===== config.mk =====
export PLATFORM = sky130hd
export DESIGN_NAME = add_pipe_unit_flat
export DESIGN_NICKNAME = d
export VERILOG_FILES = /design/src/rtl/add_pipe_pkg.sv /design/src/rtl/add_pipe_if.sv /design/src/rtl/add_pipe_fifo.sv /design/src/rtl/add_pipe_unit.sv /design/src/flat_wrapper.sv
export SDC_FILE = /design/constraint.sdc
export NUM_CORES = 1
export LEC_CHECK = 0
export ABC_AREA = 1
export CORE_MARGIN = 2
export CORE_UTILIZATION = 59
export DETAILED_ROUTE_END_ITERATION = 6
export GPL_ROUTABILITY_DRIVEN = 0
export PLACE_DENSITY = 0.85
export SETUP_SLACK_MARGIN = 0.3
export SLEW_MARGIN = 40
export SYNTH_ARGS = -nofsm -noshare
export SYNTH_HDL_FRONTEND = slang
export SYNTH_SLANG_ARGS = --single-unit

===== constraint.sdc =====
create_clock -name clk -period 3.23 [get_ports clk]
set_input_delay 0.646 -clock clk [delete_from_list [all_inputs] [get_ports clk]]
set_output_delay 0.646 -clock clk [all_outputs]
set_load 0.05 [all_outputs]

===== src/rtl/add_pipe_pkg.sv =====
// Shared types and default sizes for the add_pipe adder stage.
package add_pipe_pkg;

  localparam int ADD_PIPE_DEFAULT_WIDTH       = 4;
  localparam int ADD_PIPE_DEFAULT_DEPTH       = 4;
  localparam int ADD_PIPE_DEFAULT_COUNT_WIDTH = 16;

  typedef struct packed {
    logic                              carry;
    logic [ADD_PIPE_DEFAULT_WIDTH-1:0] sum;
  } add_result_t;

endpackage


===== src/rtl/add_pipe_if.sv =====
// Operand/result handshake bundle between the add_in initiator and the adder stage.
interface add_pipe_if
  import add_pipe_pkg::*;
#(
  parameter int add_width   = ADD_PIPE_DEFAULT_WIDTH,
  parameter int COUNT_WIDTH = ADD_PIPE_DEFAULT_COUNT_WIDTH
);
  logic                   in_valid;
  logic                   in_ready;
  logic [add_width-1:0]   a;
  logic [add_width-1:0]   b;
  logic                   out_valid;
  logic                   out_ready;
  logic [add_width-1:0]   sum;
  logic                   carry;
  logic [COUNT_WIDTH-1:0] txn_count;
  logic [COUNT_WIDTH-1:0] carry_count;

  modport master (
    output in_valid, a, b, out_ready,
    input  in_ready, out_valid, sum, carry, txn_count, carry_count
  );

  modport slave (
    input  in_valid, a, b, out_ready,
    output in_ready, out_valid, sum, carry, txn_count, carry_count
  );
endinterface


===== src/rtl/add_pipe_fifo.sv =====
// Generic synchronous FIFO, push-to-head latency 1 cycle; caller guarantees no push when full
// and no pop when empty. Simultaneous push/pop keeps count and advances both pointers.
module add_pipe_fifo
  import add_pipe_pkg::*;
#(
  parameter type data_t = add_result_t,
  parameter int  DEPTH  = ADD_PIPE_DEFAULT_DEPTH
) (
  input  logic                   clk,
  input  logic                   rst,
  input  logic                   push,
  input  data_t                  push_dat,
  input  logic                   pop,
  output data_t                  head,
  output logic [$clog2(DEPTH):0] count
);
  localparam int PW = $clog2(DEPTH);

  data_t          mem [DEPTH];
  logic [PW-1:0]  wr_ptr;
  logic [PW-1:0]  rd_ptr;

  // Pointers are exactly log2(DEPTH) wide, so they wrap naturally.
  always_ff @(posedge clk or negedge rst) begin
    if (!rst) begin
      wr_ptr <= '0;
      rd_ptr <= '0;
      count  <= '0;
    end else begin
      if (push) wr_ptr <= wr_ptr + 1'b1;
      if (pop)  rd_ptr <= rd_ptr + 1'b1;
      if (push && !pop)      count <= count + 1'b1;
      else if (pop && !push) count <= count - 1'b1;
    end
  end

  always_ff @(posedge clk) begin
    if (push) mem[wr_ptr] <= push_dat;
  end

  assign head = mem[rd_ptr];
endmodule


===== src/rtl/add_pipe_unit.sv =====
// Operand register + adder feeding an output FIFO; accept-to-out_valid latency 2 cycles.
// in_ready is a credit check on FIFO + s1 occupancy, so the FIFO never overflows under backpressure.
module add_pipe_unit
  import add_pipe_pkg::*;
#(
  parameter int add_width   = ADD_PIPE_DEFAULT_WIDTH,
  parameter int FIFO_DEPTH  = ADD_PIPE_DEFAULT_DEPTH,
  parameter int COUNT_WIDTH = ADD_PIPE_DEFAULT_COUNT_WIDTH
) (
  input  logic      clk,
  input  logic      rst,
  add_pipe_if.slave bus
);
  localparam int PW = $clog2(FIFO_DEPTH);
  localparam int OW = PW + 2;
  localparam logic [OW-1:0]          DEPTH_L = OW'(FIFO_DEPTH);
  localparam logic [COUNT_WIDTH-1:0] CNT_MAX = '1;

  typedef struct packed {
    logic                 carry;
    logic [add_width-1:0] sum;
  } result_t;

  logic                 s1_valid;
  logic [add_width-1:0] a_s1;
  logic [add_width-1:0] b_s1;
  logic                 accept;
  logic                 pop;
  result_t              s2_res;
  result_t              head;
  logic [PW:0]          fifo_count;
  logic [OW-1:0]        occupancy;

  // A same-cycle pop is ignored here on purpose: simpler timing, one bubble at full.
  assign occupancy    = OW'(fifo_count) + OW'(s1_valid);
  assign bus.in_ready = occupancy < DEPTH_L;
  assign accept       = bus.in_valid && bus.in_ready;

  always_ff @(posedge clk or negedge rst) begin
    if (!rst) s1_valid <= 1'b0;
    else      s1_valid <= accept;
  end

  always_ff @(posedge clk) begin
    if (accept) begin
      a_s1 <= bus.a;
      b_s1 <= bus.b;
    end
  end

  assign s2_res = {1'b0, a_s1} + {1'b0, b_s1};

  add_pipe_fifo #(
    .data_t (result_t),
    .DEPTH  (FIFO_DEPTH)
  ) u_fifo (
    .clk      (clk),
    .rst      (rst),
    .push     (s1_valid),
    .push_dat (s2_res),
    .pop      (pop),
    .head     (head),
    .count    (fifo_count)
  );

  // Unreset FIFO storage is masked so nothing undefined leaks while empty.
  assign bus.out_valid = (fifo_count != '0);
  assign pop           = bus.out_valid && bus.out_ready;
  assign bus.sum       = bus.out_valid ? head.sum : '0;
  assign bus.carry     = bus.out_valid ? head.carry : 1'b0;

  always_ff @(posedge clk or negedge rst) begin
    if (!rst) begin
      bus.txn_count   <= '0;
      bus.carry_count <= '0;
    end else if (pop) begin
      if (bus.txn_count != CNT_MAX)
        bus.txn_count <= bus.txn_count + COUNT_WIDTH'(1);
      if (head.carry && bus.carry_count != CNT_MAX)
        bus.carry_count <= bus.carry_count + COUNT_WIDTH'(1);
    end
  end
endmodule


===== src/flat_wrapper.sv =====
// flat-port wrapper written by rule: the top's interface ports become plain ports
module add_pipe_unit_flat import add_pipe_pkg::*;
#(
  parameter int add_width   = ADD_PIPE_DEFAULT_WIDTH,
  parameter int FIFO_DEPTH  = ADD_PIPE_DEFAULT_DEPTH,
  parameter int COUNT_WIDTH = ADD_PIPE_DEFAULT_COUNT_WIDTH
)
  (clk, rst, bus_in_valid, bus_a, bus_b, bus_out_ready, bus_in_ready, bus_out_valid, bus_sum, bus_carry, bus_txn_count, bus_carry_count);
  add_pipe_if #(.add_width(add_width), .COUNT_WIDTH(COUNT_WIDTH)) bus_i ();
  input  logic clk;
  input  logic rst;
  input wire logic [$bits(bus_i.in_valid)-1:0] bus_in_valid;
  input wire logic [$bits(bus_i.a)-1:0] bus_a;
  input wire logic [$bits(bus_i.b)-1:0] bus_b;
  input wire logic [$bits(bus_i.out_ready)-1:0] bus_out_ready;
  output wire logic [$bits(bus_i.in_ready)-1:0] bus_in_ready;
  output wire logic [$bits(bus_i.out_valid)-1:0] bus_out_valid;
  output wire logic [$bits(bus_i.sum)-1:0] bus_sum;
  output wire logic [$bits(bus_i.carry)-1:0] bus_carry;
  output wire logic [$bits(bus_i.txn_count)-1:0] bus_txn_count;
  output wire logic [$bits(bus_i.carry_count)-1:0] bus_carry_count;
  assign bus_i.in_valid = bus_in_valid;
  assign bus_i.a = bus_a;
  assign bus_i.b = bus_b;
  assign bus_i.out_ready = bus_out_ready;
  assign bus_in_ready = bus_i.in_ready;
  assign bus_out_valid = bus_i.out_valid;
  assign bus_sum = bus_i.sum;
  assign bus_carry = bus_i.carry;
  assign bus_txn_count = bus_i.txn_count;
  assign bus_carry_count = bus_i.carry_count;
  add_pipe_unit #(.add_width(add_width), .FIFO_DEPTH(FIFO_DEPTH), .COUNT_WIDTH(COUNT_WIDTH)) u_core (.clk(clk), .rst(rst), .bus(bus_i));
endmodule

==> impl_metrics.yaml, run 1 <==
outcome:
  outcome: "finished, final reports clean"
layout:
  drive_above_1_share: 0.0711
  final_nets: 512
  synthToLayoutAreaGrowth_pct: 18.8
  antennaDiodeCount: 0
worst_setup_path:
  slowest_stage: "dlygate4sd2_1"
  r2r_slack_ps: 990
  path_max_fanout: 12
  path_cells: "inv_1, nand2_1, nand3_1, nand2_2, nor2_1, dlygate4sd2_1"
  crit_arrival_ps: 2050
  ff2ff_path_depth: 9
  path_buf_inv: 2
  rr_startpoint: "u_core.u_fifo.count[0]$_DFFE_PN0P_"
  critical-path-top-delay-family: "buffers and inverters"
  setup.worst_path.end_class: "output pin"
  r2r-end: "u_core.u_fifo.count[2]$_DFFE_PN0P_"
  crit_cells: 6
  crit_type: "flip-flop to output pin"
  worst_setup_path_start_kind: "flip-flop"
  cpPeakStageDelay_ps: 530
  cp_data_required_time_ps: 2580
floorplan:
  die_area_um2: 6920
  die_x_um: 83.2
  core_area_um2: 5990
  start_util: 0.617
  fp-row-count: 28
  pin_count: 51
  die_h_um: 83.2
clocking:
  clkTransAtPathRegs_ps: 80
  clock_sinks: 68
  postCtsSetupBuffers: 0
  clk_latency_ps: 350
  numCtsBuffers: 9
  cts_tree: "done"
  cts_buffer_depth: 2
  root_buffer: "clkbuf_8"
  htreeDepth: 3
placed_design:
  hpwlAfterDp_um: 5370
  portBuffers: 50
routing:
  dr.first_iter.drc_count: 297
  wl_per_cell_um: 13.5
  ant_nets: 0
  drt-pass1-iter-count: 5
  drc: 0
  vias: 3015
  vias_per_cell: 5.32
  wirelength_um: 7680
synthesis:
  ys_seq_area_frac: 0.498
  yosys_warnings: 0
  synth_nets: 462
  synth_cell_types: 27
  syn-cell-area_um2: 3700
  netlist_instances: 437
  synth_seq_cells: 68
  synth_top_area_frac: 0.271
  synth.area.top_cells: "dfrtp_1 27%, edfxtp_1 23%, nand2_1 16%"
  postSynthAreaPerCell_um2: 8.46
  yosysTopAreaCell: "dfrtp_1"
power:
  p_per_area_nw_per_um2: 791
  ir_drop_mv: 0.625
  power_leakage_nw: 1.96
global_routing:
  antenna_found_initial: 0
  grt.total_usage: 0.240
  overflow: 0
  grt_pass1_wl_um: 13400
  grt_pass1_vias: 2977
  grt_max_degree: 41
timing:
  fmax_mhz: 371
  max_slew_margin: 0.545
  fin_hold_ws_ps: 263
  fin_crit_ps: 2690
  grt_setup_unrepaired: "no"
  setup_viol: 0
  period_share: 0.834
  hold_viol_final: 0
  final_max_slew_viol_count: 0
  final.setup.tns_ps: 0
  worstMarginPinSlew_ps: 680
  fin_worst_skew_ps: 7.97
run:
  drv_cap: 0
hold_path:
  hp-class: "input port to async pin"
## layout by cell type, fill, tap and decap left out, types with 5 or more instances in the layout
master and n:
a21oi_1 8, clkbuf_8 9, clkdlybuf4s50_1 44, dfrtp_1 40, edfxtp_1 28, ha_1 11, inv_1 32, nand2_1 154
nand2_2 6, nand3_1 33, nand3b_1 5, nand4_1 9, nor2_1 58, o21ai_0 11, xnor2_1 5, xor2_1 12
## logic make-up (layout without fill, tap and decap cells)
| kind of cell | count (synthesis) | in the layout | share of synthesized area |
|---|---|---|---|
| adders and majority gates | 13 | 13 | 0.0481 |
| DFF | 68 | 68 | 0.498 |
| AOI/OAI and AO/OA | 20 | 20 | 0.0308 |
| buffers and inverters | 45 | 100 | 0.0609 |
| and+or+nand+nor | 274 | 274 | 0.322 |
| xor gates and xnor gates | 17 | 17 | 0.0403 |
## synth_stat cells
master and n:
a21boi_4 1, a21oi_1 8, buf_12 1, buf_2 2
buf_4 4, buf_6 3, clkbuf_1 1, dfrtp_1 40
edfxtp_1 28, fa_1 2, ha_1 11, inv_1 32
inv_2 2, nand2_1 154, nand2_2 6, nand2_4 1
nand3_1 33, nand3b_1 5, nand4_1 9, nand4_2 1
nor2_1 58, nor2_2 2, nor2_4 4, nor3_4 1
o21ai_0 11, xnor2_1 5, xor2_1 12
## registers in the layout (all words and copies together), names as in the netlist
register / cells
u_core.u_fifo.mem: 20
u_core.bus.carry_count: 16
u_core.bus.txn_count: 16
u_core.a_s1: 4
u_core.b_s1: 4
u_core.u_fifo.count: 3
u_core.u_fifo.rd_ptr: 2
u_core.u_fifo.wr_ptr: 2
u_core.s1_valid: 1
## per-layer routing
| metal | vias to the layer above | share of wire | track usage |
|---|---|---|---|
| met5 | - | 0 | 0 |
| met4 | 0 | 0.019 | 0.0924 |
| met3 | 19 | 0.054 | 0.0616 |
| met2 | 115 | 0.50 | 0.394 |
| met1 | 1385 | 0.43 | 0.306 |
| li1 | 1496 | - | - |
## cell type report
type / count / area [um^2]
flip-flops and latches: 68 / 1840
well taps: 75 / 93.8
clock buffers: 9 / 124
multi-input cells: 324 / 1630
fillers: 424 / 1600
inverters: 34 / 128
clock inverters: 7 / 81.3
repair buffers: 50 / 495
## where the power goes
part | switching [W] | internal (W) | leakage (nW)
combinational | 0.00100 | 0.000435 | 1.07
clock | 0.000359 | 0.000367 | 0.101
sequential | 0.000197 | 0.00111 | 0.787
## worst max path at each step
stage	start	end	slack, ps
finish	u_core.u_fifo.rd_ptr[0]$_DFFE_PN0P_	bus_carry	540
global route	u_core.u_fifo.rd_ptr[0]$_DFFE_PN0P_	bus_carry	410
CTS	u_core.u_fifo.rd_ptr[0]$_DFFE_PN0P_	bus_sum[2]	300
detailed placement	u_core.u_fifo.rd_ptr[0]$_DFFE_PN0P_	bus_carry	640
global placement	u_core.u_fifo.rd_ptr[0]$_DFFE_PN0P_	bus_carry	710
floorplan	u_core.u_fifo.count[0]$_DFFE_PN0P_	bus_sum[0]	740
## through the flow
step           power, W  setup slack (ps)  utilization  cell area, um^2  std cells
3_5_place_dp    0.00279               637        0.700             4190        551
5_1_grt         0.00369               407        0.734             4390        567
2_1_floorplan   0.00242               737            -             3700        437
4_1_cts         0.00349               305        0.733             4390        567
3_3_place_gp    0.00272               711        0.699             4190        551
6_report        0.00347               536        0.734             4390        567
## repair_timing
action,CTS,global route
endpoints found under the setup margin,4,1
resized for setup,4,1
hold buffers,0,0
Power figures use the tool's default switching activity.
==> run 2: changes to the inputs <==
- CORE_UTILIZATION: 59 -> 55
- PLACE_DENSITY: 0.85 -> 0.8
- clock period: 3.23 -> 2.5 ns (I/O delays scaled with it)
==> run 2 against run 1 <==
Compared with the run above:
- first-iteration DRC count shrank 50%
- count of clock-buffer cells in the layout grew 1
- via count grew 0.17%
- worst setup slack lost 190 ps
- critical endpoint is now bus_txn_count[3]
- highest routed layer unchanged
==> impl_metrics.yaml, run 2 (same netlist as run 1, synthesis figures left out) <==
outcome:
  outcome: "finished, final reports clean"
routing:
  drc: 0
  vias: 3020
  vias_per_cell: 5.27
  drt-pass1-iter-count: 4
  wirelength_um: 7690
  ant_nets: 0
  dr.first_iter.drc_count: 148
  wl_per_cell_um: 13.4
layout:
  post-route-util: 0.693
  mostFrequentLayoutCells: "153 x nand2_1, 57 x nor2_1, 38 x dfrtp_1, 36 x clkdlybuf4s50_1, 33 x nand3_1"
  largest_reg_flops: 20
  final_common_cell: "nand2_1"
  fin_cells: 573
  fill_cells: 520
  drive_above_1_share: 0.0968
  final_nets: 516
  antennaDiodeCount: 0
  synthToLayoutAreaGrowth_pct: 20.3
  top_regs: "u_core.u_fifo.mem: 20 flops, u_core.bus.carry_count: 16 flops, u_core.bus.txn_count: 16 flops"
  regMostFlops: "u_core.u_fifo.mem"
global_routing:
  grt_pass1_vias: 2985
  antenna_found_initial: 0
  grt.total_usage: 0.231
  grt_max_degree: 41
  overflow: 0
  grt_pass1_wl_um: 13500
timing:
  worstMarginPinSlew_ps: 535
  max_slew_margin: 0.643
  final.setup.tns_ps: 0
  grt_setup_unrepaired: "yes"
  fmax_mhz: 465
  period_share: 0.860
  fin_worst_skew_ps: 7.91
  final_max_slew_viol_count: 0
  setup_viol: 0
  fin_ws_ps: 351
  hold_viol_final: 0
  fin_hold_ws_ps: 120
  fin_crit_ps: 2150
worst_setup_path:
  cpPeakStageDelay_ps: 850
  slowest_stage: "clkdlybuf4s50_1"
  rr_startpoint: "u_core.u_fifo.count[0]$_DFFE_PN0P_"
  path_buf_inv: 1
  ff2ff_path_depth: 9
  path_max_fanout: 6
  crit_arrival_ps: 1650
  path_cells: "clkdlybuf4s50_1"
  r2r_slack_ps: 520
  setup.worst_path.end_class: "output pin"
  crit_type: "flip-flop to output pin"
  worst_setup_path_start_kind: "flip-flop"
  r2r-end: "u_core.u_fifo.count[2]$_DFFE_PN0P_"
  cp_data_required_time_ps: 2000
  critical-path-top-delay-family: "buffers and inverters"
power:
  power_leakage_nw: 2.04
  intPower_w: 0.00260
  swShare: 0.433
  seq_power_share: 0.373
  ir_drop_mv: 0.818
  switching_power_w: 0.00198
  pwr-share-clk: 0.216
  p_per_area_nw_per_um2: 1030
  pwr-share-comb: 0.410
placed_design:
  dp.cells: 557
  hpwlAfterDp_um: 5460
  portBuffers: 50
  pre_cts_slack_ps: 325
floorplan:
  die_x_um: 86.0
  start_util: 0.576
  die_h_um: 86.0
  pin_count: 51
  fp-row-count: 29
  core_area_um2: 6420
  die_area_um2: 7390
clocking:
  cts_tree: "done"
  numCtsBuffers: 9
  htreeDepth: 3
  clkTransAtPathRegs_ps: 80
  ctsHoldBuffers: 0
  clk_latency_ps: 350
  root_buffer: "clkbuf_8"
  cts_buffer_depth: 2
  clock_sinks: 68
hold_path:
  hp-class: "input port to async pin"
run:
  drv_cap: 0
==> run 2: cell count changes in the layout (fill, tap and decap cells not counted), sizes merged <==
| cell | delta |
|---|---|
| dlygate4sd2 | -2 |
| clkinvlp | +1 |
| buf | +9 |
| clkbuf | +1 |
| clkdlybuf4s15 | +1 |
| dlymetal6s2s | +4 |
| clkdlybuf4s50 | -8 |
| inv | -3 |
| bufinv | +1 |
==> run 2: layout make-up <==
| type | instances | area, um^2 | share of cell area |
|---|---|---|---|
| flip-flops and latches | 68 | 1840 | 0.415 |
| clock buffers | 10 | 128 | 0.0287 |
| inverters | 34 | 130 | 0.0293 |
| multi-input cells | 324 | 1640 | 0.368 |
| repair buffers | 54 | 526 | 0.118 |
| clock inverters | 6 | 88.8 | 0.0200 |
| well taps | 77 | 96.3 | 0.0217 |
==> run 2: routing by layer <==
| layer | wire length, um | GRT usage | vias to the layer above |
|---|---|---|---|
| li1 | - | - | 1509 |
| met2 | 3860 | 0.390 | 64 |
| met5 | 0 | 0 | - |
| met3 | 278 | 0.0549 | 13 |
| met4 | 133 | 0.0779 | 0 |
| met1 | 3420 | 0.292 | 1434 |
==> run 2: power groups by stage <==
stage | Combinational (W) | Clock, W | Sequential [W]
CTS | 0.00189 | 0.00100 | 0.00171
finish | 0.00188 | 0.000991 | 0.00171
floorplan | 0.00127 | 0 | 0.00186
global route | 0.00206 | 0.00105 | 0.00175
detailed placement | 0.00189 | 0 | 0.00172
global placement | 0.00185 | 0 | 0.00170
==> run 2: per-stage QoR <==
stage	total power, W	area [um^2]
2_1_floorplan	0.00313	3700
3_3_place_gp	0.00355	4210
3_5_place_dp	0.00362	4210
4_1_cts	0.00460	4430
5_1_grt	0.00486	4450
6_report	0.00458	4450
==> run 2: how the worst max path moves through the flow <==
stage                                        start                                 end  slack [ps]  depth (start not counted)
6_report       u_core.bus.txn_count[3]$_DFFE_PN0P_                    bus_txn_count[3]         350                          1
5_1_grt         u_core.u_fifo.count[0]$_DFFE_PN0P_  u_core.u_fifo.count[2]$_DFFE_PN0P_         280                          9
4_1_cts        u_core.bus.txn_count[0]$_DFFE_PN0P_                    bus_txn_count[0]         300                          1
3_5_place_dp                         bus_out_ready  u_core.u_fifo.count[2]$_DFFE_PN0P_         320                          8
3_3_place_gp                         bus_out_ready  u_core.u_fifo.count[2]$_DFFE_PN0P_         360                          8
2_1_floorplan   u_core.u_fifo.count[0]$_DFFE_PN0P_  u_core.u_fifo.count[2]$_DFFE_PN0P_         300                          9
==> run 2: repair_timing <==
| action | 4_1_cts | 5_1_grt |
|---|---|---|
| hold endpoints to repair | 0 | 0 |
| gates resized for setup | 5 | 9 |
| endpoints found under the setup margin | 6 | 13 |
| pin swaps | 0 | 0 |
| buffers inserted | 0 | 0 |
==> run 3: changes to the inputs <==
- CORE_UTILIZATION: 55 -> 60
- DONT_BUFFER_PORTS: default -> 1
- PLACE_DENSITY: 0.8 -> 0.76
==> run 3 against run 2 <==
Compared with the run above:
- the run now ends with negative hold slack left
- largest power group unchanged
- cell count is 3.5% lower
- combinational power is essentially flat
- clock skew up 1.6 ps
- flip-flop and latch count stayed put
- critical endpoint is now bus_sum[3]
- count of clock-buffer cells in the layout is 1 higher
- design area down 5.8%
- routed wire length is 1.3% lower
- total power decreased by 3.4%
==> impl_metrics.yaml, run 3 (same netlist as run 1, synthesis figures left out) <==
outcome:
  outcome: "complete, but fails checks"
  failed_checks: "negative hold slack"
layout:
  fin_cells: 553
  final_nets: 498
  antennaDiodeCount: 0
  drive_above_1_share: 0.155
  largest_reg_flops: 20
  synthToLayoutAreaGrowth_pct: 13.3
  post-route-util: 0.704
  final_common_cell: "nand2_1"
  regMostFlops: "u_core.u_fifo.mem"
  mostFrequentLayoutCells: "153 x nand2_1, 57 x nor2_1, 37 x dfrtp_1, 34 x buf_4, 33 x nand3_1"
  top_regs: "u_core.u_fifo.mem: 20 flops, u_core.bus.carry_count: 16 flops, u_core.bus.txn_count: 16 flops"
floorplan:
  die_h_um: 82.5
  fp-row-count: 28
  pin_count: 51
  core_area_um2: 5960
  start_util: 0.621
  die_area_um2: 6810
  die_x_um: 82.5
global_routing:
  antenna_found_initial: 0
  overflow: 0
  grt_max_degree: 41
  grt.total_usage: 0.243
  grt_pass1_vias: 2833
  grt_pass1_wl_um: 12400
power:
  p_per_area_nw_per_um2: 1060
  power_leakage_nw: 1.94
  ir_drop_mv: 0.907
clocking:
  numCtsBuffers: 9
  cts_buffer_depth: 2
  htreeDepth: 3
  postCtsSetupBuffers: 0
  clock_sinks: 68
  cts_tree: "done"
  clk_latency_ps: 340
  root_buffer: "clkbuf_8"
  clkTransAtPathRegs_ps: 70
worst_setup_path:
  path_max_fanout: 5
  setup.worst_path.end_class: "output pin"
  ff2ff_path_depth: 9
  worst_setup_path_start_kind: "flip-flop"
  rr_startpoint: "u_core.u_fifo.count[0]$_DFFE_PN0P_"
  r2r-end: "u_core.u_fifo.count[2]$_DFFE_PN0P_"
  cp_data_required_time_ps: 2000
  crit_type: "flip-flop to output pin"
  crit_arrival_ps: 1580
  r2r_slack_ps: 490
timing:
  fin_worst_skew_ps: 9.50
  fin_hold_ws_ps: -5.72
  grt_setup_unrepaired: "no"
  setup_viol: 0
  fin_crit_ps: 2080
  final.setup.tns_ps: 0
  worstMarginPinSlew_ps: 691
  fmax_mhz: 482
  period_share: 0.831
  final_max_slew_viol_count: 0
  max_slew_margin: 0.537
  hold_viol_final: 5
routing:
  vias: 2962
  drc: 0
  wl_per_cell_um: 13.7
  drt-pass1-iter-count: 4
  ant_nets: 0
  wirelength_um: 7590
  dr.first_iter.drc_count: 166
  vias_per_cell: 5.36
placed_design:
  dp.cells: 536
  portBuffers: 0
  hpwlAfterDp_um: 5440
hold_path:
  hp-class: "input port to async pin"
run:
  drv_cap: 0
[run 3: cell count changes in the layout (fill, tap and decap cells not counted), moves of 2 or more]
cell             before  now
dlygate4sd2_1         2    0
dlymetal6s2s_1        5    0
clkdlybuf4s50_1      36    0
clkinv_1              0    2
buf_4                10   34
[run 3: stage by stage]
stage          area [um^2]  power, W  setup WS [ps]  hold WS [ps]
2_1_floorplan         3700   0.00313            305           204
3_5_place_dp          3960   0.00350            406           205
4_1_cts               4180   0.00441            344          5.33
5_1_grt               4190   0.00469            321          6.91
3_3_place_gp          3960   0.00344            485           206
6_report              4190   0.00442            424         -5.72
[run 3: power breakdown]
part | switching (W) | internal (W)
Sequential | 0.000204 | 0.00145
Combinational | 0.00135 | 0.000532
Clock | 0.000410 | 0.000482
[run 3: metal layers]
metal  wire (um)  GRT usage  share of wire
met3         413     0.0620          0.054
met2        3780      0.416           0.50
met1        3290      0.298           0.43
met4         104     0.0885          0.014
met5           0          0              0
[run 3: worst max-delay path by stage]
stage	endpoint	depth (start not counted)	slack, ps	start
finish	bus_sum[3]	6	420	u_core.u_fifo.count[1]$_DFFE_PN0P_
global route	u_core.u_fifo.count[2]$_DFFE_PN0P_	9	320	u_core.u_fifo.count[0]$_DFFE_PN0P_
global placement	u_core.u_fifo.count[2]$_DFFE_PN0P_	9	480	u_core.u_fifo.count[0]$_DFFE_PN0P_
floorplan	u_core.u_fifo.count[2]$_DFFE_PN0P_	9	300	u_core.u_fifo.count[0]$_DFFE_PN0P_
detailed placement	u_core.u_fifo.count[2]$_DFFE_PN0P_	9	410	u_core.u_fifo.count[0]$_DFFE_PN0P_
CTS	bus_sum[3]	6	340	u_core.u_fifo.count[0]$_DFFE_PN0P_
[run 3: area by class of cell]
type / instances / area [um^2]
Sequential cell: 68 / 1850
Clock inverter: 5 / 52.6
Clock buffer: 11 / 141
Tap cell: 75 / 93.8
Inverter: 34 / 130
Multi-Input combinational cell: 324 / 1640
Timing Repair Buffer: 36 / 287
Fill cell: 454 / 1770
[run 3: critical path, stage by stage (launching register included)]
cell     delay (ps)
dfrtp_1         400
inv_1           120
nand2_2         100
buf_6           160
inv_2            80
a21oi_1         160
buf_4           230
[run 3: what timing repair did]
action / 4_1_cts / 5_1_grt
resized for setup: 3 / 6
hold endpoints to repair: 40 / 0
cloned: 0 / 0
hold buffers: 1 / 0
endpoints found under the setup margin: 5 / 5
